<file path="config.mk">
export PLATFORM = sky130hd
export DESIGN_NAME = wb_raxm_master
export DESIGN_NICKNAME = d
export VERILOG_FILES = /design/src/rtl/wb_raxm_master.sv
export SDC_FILE = /design/constraint.sdc
export NUM_CORES = 1
export LEC_CHECK = 0
export ABC_AREA = 1
export ABC_CLOCK_PERIOD_IN_PS = 12300
export CAP_MARGIN = 20
export CELL_PAD_IN_SITES_DETAIL_PLACEMENT = 2
export CELL_PAD_IN_SITES_GLOBAL_PLACEMENT = 2
export CORE_UTILIZATION = 28
export DETAILED_ROUTE_END_ITERATION = 8
export PLACE_DENSITY_LB_ADDON = 0.1
export SLEW_MARGIN = 20
export SYNTH_ARGS = -nofsm -noshare
export SYNTH_HDL_FRONTEND = slang
export SYNTH_SLANG_ARGS = --single-unit
</file>
<file path="constraint.sdc">
create_clock -name clk -period 12.3 [get_ports clk]
set_input_delay 3.69 -clock clk [delete_from_list [all_inputs] [get_ports clk]]
set_output_delay 3.69 -clock clk [all_outputs]
set_load 0.05 [all_outputs]
</file>
<file path="src/rtl/wb_raxm_master.sv">
// rtl/wb_raxm_master.sv - Wishbone master driving an approximate-multiplier register window
// Writes A, B and L, waits out the multiplier pipeline, then reads the product back.
module wb_raxm_master #(
  parameter logic [31:0] BASE_ADDRESS = 32'h3000_0000,
  parameter int          WAIT_CYCLES  = 4,
  parameter int          TIMEOUT      = 255
) (
  input  logic        clk,
  input  logic        rst,
  input  logic        cmd_valid,
  output logic        cmd_ready,
  input  logic [15:0] cmd_a,
  input  logic [15:0] cmd_b,
  input  logic [15:0] cmd_l,
  output logic        rsp_valid,
  input  logic        rsp_ready,
  output logic [31:0] rsp_p,
  output logic        rsp_err,
  output logic        wbm_cyc_o,
  output logic        wbm_stb_o,
  output logic        wbm_we_o,
  output logic [31:0] wbm_adr_o,
  output logic [31:0] wbm_dat_o,
  output logic [3:0]  wbm_sel_o,
  input  logic        wbm_ack_i,
  input  logic [31:0] wbm_dat_i
);

  localparam logic [31:0] WAIT_N = 32'(WAIT_CYCLES);
  localparam logic [31:0] TMO_N  = 32'(TIMEOUT);

  typedef enum logic [2:0] {IDLE, WR_A, WR_B, WR_L, WAIT, RD_P, RESP} state_t;

  state_t      state_q, state_d;
  logic        gap_q, gap_d;
  logic [31:0] cnt_q, cnt_d;
  logic [15:0] a_q, a_d;
  logic [15:0] b_q, b_d;
  logic [15:0] l_q, l_d;
  logic [31:0] p_q, p_d;
  logic        err_q, err_d;

  always_ff @(posedge clk or posedge rst) begin
    if (rst) begin
      state_q <= IDLE;
      gap_q   <= 1'b0;
      cnt_q   <= '0;
      a_q     <= '0;
      b_q     <= '0;
      l_q     <= '0;
      p_q     <= '0;
      err_q   <= 1'b0;
    end else begin
      state_q <= state_d;
      gap_q   <= gap_d;
      cnt_q   <= cnt_d;
      a_q     <= a_d;
      b_q     <= b_d;
      l_q     <= l_d;
      p_q     <= p_d;
      err_q   <= err_d;
    end
  end

  assign rsp_p   = p_q;
  assign rsp_err = err_q;

  always_comb begin
    state_d   = state_q;
    gap_d     = gap_q;
    cnt_d     = cnt_q;
    a_d       = a_q;
    b_d       = b_q;
    l_d       = l_q;
    p_d       = p_q;
    err_d     = err_q;
    cmd_ready = 1'b0;
    rsp_valid = 1'b0;
    wbm_cyc_o = 1'b0;
    wbm_stb_o = 1'b0;
    wbm_we_o  = 1'b0;
    wbm_adr_o = '0;
    wbm_dat_o = '0;
    wbm_sel_o = '0;

    case (state_q)
      IDLE: begin
        cmd_ready = ~rst;
        if (cmd_valid && !rst) begin
          a_d     = cmd_a;
          b_d     = cmd_b;
          l_d     = cmd_l;
          err_d   = 1'b0;
          cnt_d   = '0;
          gap_d   = 1'b0;
          state_d = WR_A;
        end
      end

      WR_A, WR_B, WR_L, RD_P: begin
        if (gap_q) begin
          // Idle bus cycle separating this transfer from the previous one
          gap_d = 1'b0;
          cnt_d = '0;
        end else begin
          wbm_cyc_o = 1'b1;
          wbm_stb_o = 1'b1;
          wbm_sel_o = 4'hF;
          case (state_q)
            WR_A: begin
              wbm_we_o  = 1'b1;
              wbm_adr_o = BASE_ADDRESS;
              wbm_dat_o = {16'h0, a_q};
            end
            WR_B: begin
              wbm_we_o  = 1'b1;
              wbm_adr_o = BASE_ADDRESS + 32'd4;
              wbm_dat_o = {16'h0, b_q};
            end
            WR_L: begin
              wbm_we_o  = 1'b1;
              wbm_adr_o = BASE_ADDRESS + 32'd8;
              wbm_dat_o = {16'h0, l_q};
            end
            default: begin
              wbm_adr_o = BASE_ADDRESS + 32'd12;
            end
          endcase

          if (wbm_ack_i) begin
            cnt_d = '0;
            gap_d = 1'b1;
            case (state_q)
              WR_A:    state_d = WR_B;
              WR_B:    state_d = WR_L;
              WR_L:    state_d = WAIT;
              default: begin
                p_d     = wbm_dat_i;
                state_d = RESP;
              end
            endcase
          end else if (cnt_q + 32'd1 >= TMO_N) begin
            cnt_d   = '0;
            gap_d   = 1'b0;
            p_d     = '0;
            err_d   = 1'b1;
            state_d = RESP;
          end else begin
            cnt_d = cnt_q + 32'd1;
          end
        end
      end

      WAIT: begin
        if (gap_q) begin
          gap_d = 1'b0;
          cnt_d = '0;
          if (WAIT_N == 32'd0) begin
            state_d = RD_P;
          end
        end else if (cnt_q + 32'd1 >= WAIT_N) begin
          cnt_d   = '0;
          state_d = RD_P;
        end else begin
          cnt_d = cnt_q + 32'd1;
        end
      end

      RESP: begin
        if (gap_q) begin
          gap_d = 1'b0;
        end else begin
          rsp_valid = 1'b1;
          if (rsp_ready) begin
            state_d = IDLE;
          end
        end
      end

      default: begin
        state_d = IDLE;
        gap_d   = 1'b0;
      end
    endcase
  end

endmodule

</file>
==> results.toml, run 1 <==
[status]
status = "finished clean"

[drt]
firstDrtPassIters = 4
route.detailed.drc = 0
postRouteAntennaNets = 0
routed_wl_um = 21700
viasPerCell = 4.44
drt_iter0_drc = 214
dr_total_vias = 6099
wire_per_inst_um = 15.8

[synthesis]
synth-edff-count = 0
yosys_warnings = 0
ys_ff_latch = 117
yosysSeqAreaShare = 0.440
mappedNetlistArea_mm2 = 0.00665
ys_types = 29
synth.avg_cell_area_um2 = 7.35
ys.flop_type = "dfrtp_1"
syn_inst = 905
async_flop_share = 1.00

[floorplan]
coreArea_mm2 = 0.0234
io_pins = 191
fp-row-count = 56
die_y_um = 156
fp.dieW_um = 156
start_util = 0.284
dieArea_mm2 = 0.0244

[global_routing]
gr-usage-all-layers = 0.186
grt-ovfl-total = 0
grt_pass1_wl_um = 35100
grt_max_degree = 70
antenna_found_initial = 0
grt_pass1_vias = 6608

[layout]
final_cell_mix = "nand2_1 (291), clkdlybuf4s50_1 (146), nor2_1 (130), dfrtp_1 (117), inv_1 (103)"
finish.utilization = 0.377
fillers = 2812
final_area_mm2 = 0.00881
regArea_mm2 = 0.00293
multiInputGateArea_mm2 = 0.00298
diodes = 0
area_growth_pct = 32.6
final_common_cell = "nand2_1"
fin_cells = 1374
nets = 1129
drive_gt1_frac = 0.0711

[placed_design]
dp_cells = 1342
gp_congestion = 0.743
numPortBuffers = 146
postPlaceCellArea_mm2 = 0.00820
dp_hpwl_um = 15700

[cts]
ctsHoldBuffers = 0
cts_sinks = 117
clock_path_buffers = 2
cts_resized = 0
post_cts_buffers = 0
clock_tree.root_cell = "clkbuf_16"
ctsHtreeMaxLevel = 4
clock_latency_ns = 0.42
cts.clk_slew.worst_paths_ns = 0.06
tritoncts.num_buffers = 17
cts_tree = "yes"

[timing]
finalHoldViolations = 0
rsz0062_at_grt = "false"
max_freq_mhz = 114
finalSetupViolCount = 0
slew_violations = 0
finalCriticalPeriod_ns = 8.80
slew_headroom = 0.364
finalCritPeriodShare = 0.715
worst_slew_pin_slew_ns = 0.954
tns_ns = 0
fin_worst_skew_ns = 0.0135

[run]
cap_violations = 0

[setup_path]
cpMaxStageDelayCell = "clkdlybuf4s50_1"
cp_max_fo = 3
critPathMaxStageDelay_ns = 0.81
critPathCaptureType = "primary output"
crit_family = "buffers and inverters"
path_cells = "clkdlybuf4s50_1 -> nor2_1 -> clkdlybuf4s50_1"
crit_path_start_kind = "primary input"
arrival_ns = 5.11
criticalPathCategory = "primary input to primary output"
cp_data_required_time_ns = 8.61
crit_path_frequent_cell = "clkdlybuf4s50_1"
critical_path_buf_inv_count = 2

[min_path]
hold_class = "flop to flop"

[pwr]
ir_worst_vdd_v = 0.000130
powerDensity_mw_per_mm2 = 252
p_leak_nw = 4.17
power_mw = 2.22
registers in the layout, summed over array words and instances, names as in the netlist:
| register | count |
|---|---|
| cnt_q | 32 |
| rsp_p | 32 |
| a_q | 16 |
| b_q | 16 |
| l_q | 16 |
| state_q | 3 |
| gap_q | 1 |
| rsp_err | 1 |
worst reg2reg max path, stage by stage, from the launching register on:
cell and delay (ns):
dfrtp_1 0.44, ha_1 0.25, nand2_1 0.09, nor2_2 0.24
nand2_1 0.10, nor2_1 0.43, nand4_1 0.16, nand2_1 0.11
nand2_1 0.05, nor2_1 0.09, nand2_1 0.10, nor2_2 0.16
nand3_1 0.14, nand2_4 0.49, nand2_1 0.17, o21ai_1 0.12
layer usage:
metal,part of all wire,global-route usage,vias to the layer above
met5,0,0,-
met4,0.0071,0.0378,0
met3,0.056,0.0594,7
met2,0.51,0.329,101
met1,0.43,0.219,2995
li1,-,-,2996
Yosys cell counts, types with 3 or more instances:
master | n | share of area
mux2_2 | 28 | 0.047
xor2_1 | 3 | 0.0040
o211ai_1 | 7 | 0.0079
clkbuf_1 | 14 | 0.0079
a21oi_1 | 22 | 0.017
buf_4 | 54 | 0.061
dfrtp_1 | 117 | 0.44
nor2_1 | 130 | 0.073
nand4_1 | 14 | 0.013
buf_6 | 3 | 0.0051
nand3_1 | 40 | 0.030
xnor2_1 | 3 | 0.0040
o21ai_0 | 13 | 0.0098
nor3_1 | 4 | 0.0030
inv_1 | 104 | 0.059
nand2_1 | 292 | 0.16
o21ai_1 | 30 | 0.023
nor2_2 | 3 | 0.0028
nor2_4 | 3 | 0.0051
buf_1 | 4 | 0.0023
o221ai_1 | 6 | 0.0079
logic make-up after synthesis:
kind of cell,count (synthesis),share of synthesized area
simple gates,489,0.296
buf+inv,182,0.137
flops,117,0.440
compound gates,80,0.0672
mux,28,0.0474
xor+xnor,6,0.00791
fa+ha+maj,2,0.00376
other cells,1,0.000564
stage by stage:
step | hold slack [ns] | setup WS [ns]
CTS | 0.494 | 3.49
detailed placement | 0.482 | 3.50
finish | 0.489 | 3.50
floorplan | 0.478 | 4.27
global placement | 0.467 | 3.50
global route | 0.516 | 3.43
where the power goes:
part	internal (mW)	switching (mW)	total, mW
registers	0.520	0.0713	0.591
logic	0.340	0.761	1.10
clock network	0.325	0.204	0.529
final timing paths:
check,startpoint,to,slack [ns],cells after the start
max,rst,cmd_ready,3.50,3
min,rsp_p[20],rsp_p[20],0.49,2
max reg2reg,cnt_q[0],rsp_p[9],9.07,15
min reg2reg,rsp_p[20],rsp_p[20],0.49,2
max in group asynchronous,rst,cnt_q[28],7.09,3
min in group asynchronous,rst,a_q[10],3.79,2
final cells by class:
type | instances | area share
clock inverters | 14 | 0.0212
multi-input cells | 649 | 0.338
well taps | 319 | 0.0453
flip-flops and latches | 117 | 0.332
clock buffers | 18 | 0.0487
repair buffers | 150 | 0.169
inverters | 107 | 0.0459
Power figures use the tool's default switching activity.
==> inputs of run 2 (changes only) <==
--- a/config.mk
+++ b/config.mk
@@ -6,11 +6,11 @@
 export NUM_CORES = 1
 export LEC_CHECK = 0
 export ABC_AREA = 1
-export ABC_CLOCK_PERIOD_IN_PS = 12300
+export ABC_CLOCK_PERIOD_IN_PS = 8400
 export CAP_MARGIN = 20
 export CELL_PAD_IN_SITES_DETAIL_PLACEMENT = 2
 export CELL_PAD_IN_SITES_GLOBAL_PLACEMENT = 2
-export CORE_UTILIZATION = 28
+export CORE_UTILIZATION = 26
 export DETAILED_ROUTE_END_ITERATION = 8
 export PLACE_DENSITY_LB_ADDON = 0.1
 export SLEW_MARGIN = 20
==> constraint.sdc (replaced) <==
create_clock -name clk -period 8.4 [get_ports clk]
set_input_delay 2.52 -clock clk [delete_from_list [all_inputs] [get_ports clk]]
set_output_delay 2.52 -clock clk [all_outputs]
set_load 0.05 [all_outputs]
==> run 2 against run 1 <==
Effect of this change:
- power is 44% higher
- register-to-register slack worse by 3.9 ns
- sequential power is 46% higher
- non-clock buffer count is 1 higher
- first-iteration DRC count is 20% lower
- combinational power is 46% higher
- critical endpoint unchanged
==> results.toml, run 2 (synthesis gave the netlist of run 1 again) <==
[pwr]
power.internal_mw = 1.68
switching_share = 0.475
clkPwrFrac = 0.224
powerDensity_mw_per_mm2 = 363
netSwitchingPower_mw = 1.51
p_leak_nw = 4.16
pwr-share-comb = 0.505
sequentialPowerShare = 0.271
ir_worst_vdd_v = 0.000153

[drt]
routed_wl_um = 22000
route.detailed.drc = 0
postRouteAntennaNets = 0
wire_per_inst_um = 15.9
firstDrtPassIters = 4
viasPerCell = 4.39
dr_total_vias = 6086
drt_iter0_drc = 172

[timing]
worst_slew_pin_slew_ns = 1.01
finalCriticalPeriod_ns = 6.47
tns_ns = 0
rsz0062_at_grt = "false"
finalCritPeriodShare = 0.771
fin_worst_skew_ns = 0.0141
finalSetupViolCount = 0
max_freq_mhz = 154
finalHoldViolations = 0
slew_violations = 0
slew_headroom = 0.323

[cts]
clock_path_buffers = 2
ctsHoldBuffers = 0
clock_latency_ns = 0.43
clock_tree.root_cell = "clkbuf_16"
post_cts_buffers = 0
cts_tree = "yes"
cts_sinks = 117
cts.clk_slew.worst_paths_ns = 0.06
cts_resized = 0
ctsHtreeMaxLevel = 4
tritoncts.num_buffers = 17

[layout]
area_growth_pct = 32.2
regArea_mm2 = 0.00293
drive_gt1_frac = 0.0720
multiInputGateArea_mm2 = 0.00298
nets = 1130
diodes = 0
final_common_cell = "nand2_1"
fillers = 3004
final_cell_mix = "nand2_1 (291), clkdlybuf4s50_1 (146), nor2_1 (130), dfrtp_1 (117), inv_1 (103)"
finish.utilization = 0.350

[setup_path]
crit_path_start_kind = "primary input"
cp_data_required_time_ns = 5.88
cp_max_fo = 3
criticalPathCategory = "primary input to primary output"
arrival_ns = 3.95
critPathCaptureType = "primary output"

[run]
cap_violations = 0

[global_routing]
grt_max_degree = 70
antenna_found_initial = 1
grt-ovfl-total = 0
gr-usage-all-layers = 0.177
grt_pass1_vias = 6593
grt_pass1_wl_um = 35400

[placed_design]
numPortBuffers = 146
gp_congestion = 0.746
dp_hpwl_um = 16200

[floorplan]
io_pins = 191
dieArea_mm2 = 0.0262
fp-row-count = 58
start_util = 0.265
die_y_um = 162
coreArea_mm2 = 0.0251
fp.dieW_um = 162

[status]
status = "finished clean"

[min_path]
hold_class = "flop to flop"
run 2: final cells by class:
class                      instances  area share
multi-input combinational        649       0.339
sequential                       117       0.333
timing repair buffer             151       0.171
clock buffer                      18      0.0488
tap                              330      0.0470
inverter                         107      0.0460
clock inverter                    14      0.0157
run 2: path summary, 6_finish.rpt:
path                                start  slack, ns  cells after the start   endpoint
worst max register to register   cnt_q[0]       5.19                     14   rsp_p[6]
min in group asynchronous             rst       2.65                      2     b_q[0]
worst min-delay path            rsp_p[29]       0.49                      2  rsp_p[29]
max in group asynchronous             rst       4.39                      3  cnt_q[24]
worst max-delay path                  rst       1.93                      3  cmd_ready
worst min register to register  rsp_p[29]       0.49                      2  rsp_p[29]
run 2: power by group through the flow:
stage | Sequential (mW) | Combinational (mW) | Clock, mW
finish | 0.864 | 1.61 | 0.714
global route | 0.890 | 1.74 | 0.762
CTS | 0.868 | 1.65 | 0.740
detailed placement | 0.874 | 1.64 | 0
global placement | 0.866 | 1.62 | 0
floorplan | 1.09 | 0.920 | 0
run 2: per-stage QoR:
step	std cells	area [um2]	setup slack (ns)	hold WS, ns	power, mW
2_1_floorplan	948	6810	2.71	0.478	2.01
3_3_place_gp	1354	8220	1.93	0.470	2.49
3_5_place_dp	1354	8220	1.92	0.481	2.51
4_1_cts	1386	8790	1.91	0.497	3.25
5_1_grt	1386	8790	1.88	0.522	3.39
6_report	1386	8790	1.93	0.490	3.19
run 2: metal layers:
layer / routed length, um / GRT usage / up-vias / part of all wire
met4: 359 / 0.0575 / 0 / 0.016
li1: - / - / 2999 / -
met1: 9470 / 0.207 / 2949 / 0.43
met5: 0 / 0 / - / 0
met2: 10800 / 0.302 / 110 / 0.49
met3: 1360 / 0.0587 / 28 / 0.062
run 2: critical path, stage by stage:
cell	delay, ns
clkdlybuf4s50_1	0.48
nor2_1	0.14
clkdlybuf4s50_1	0.81
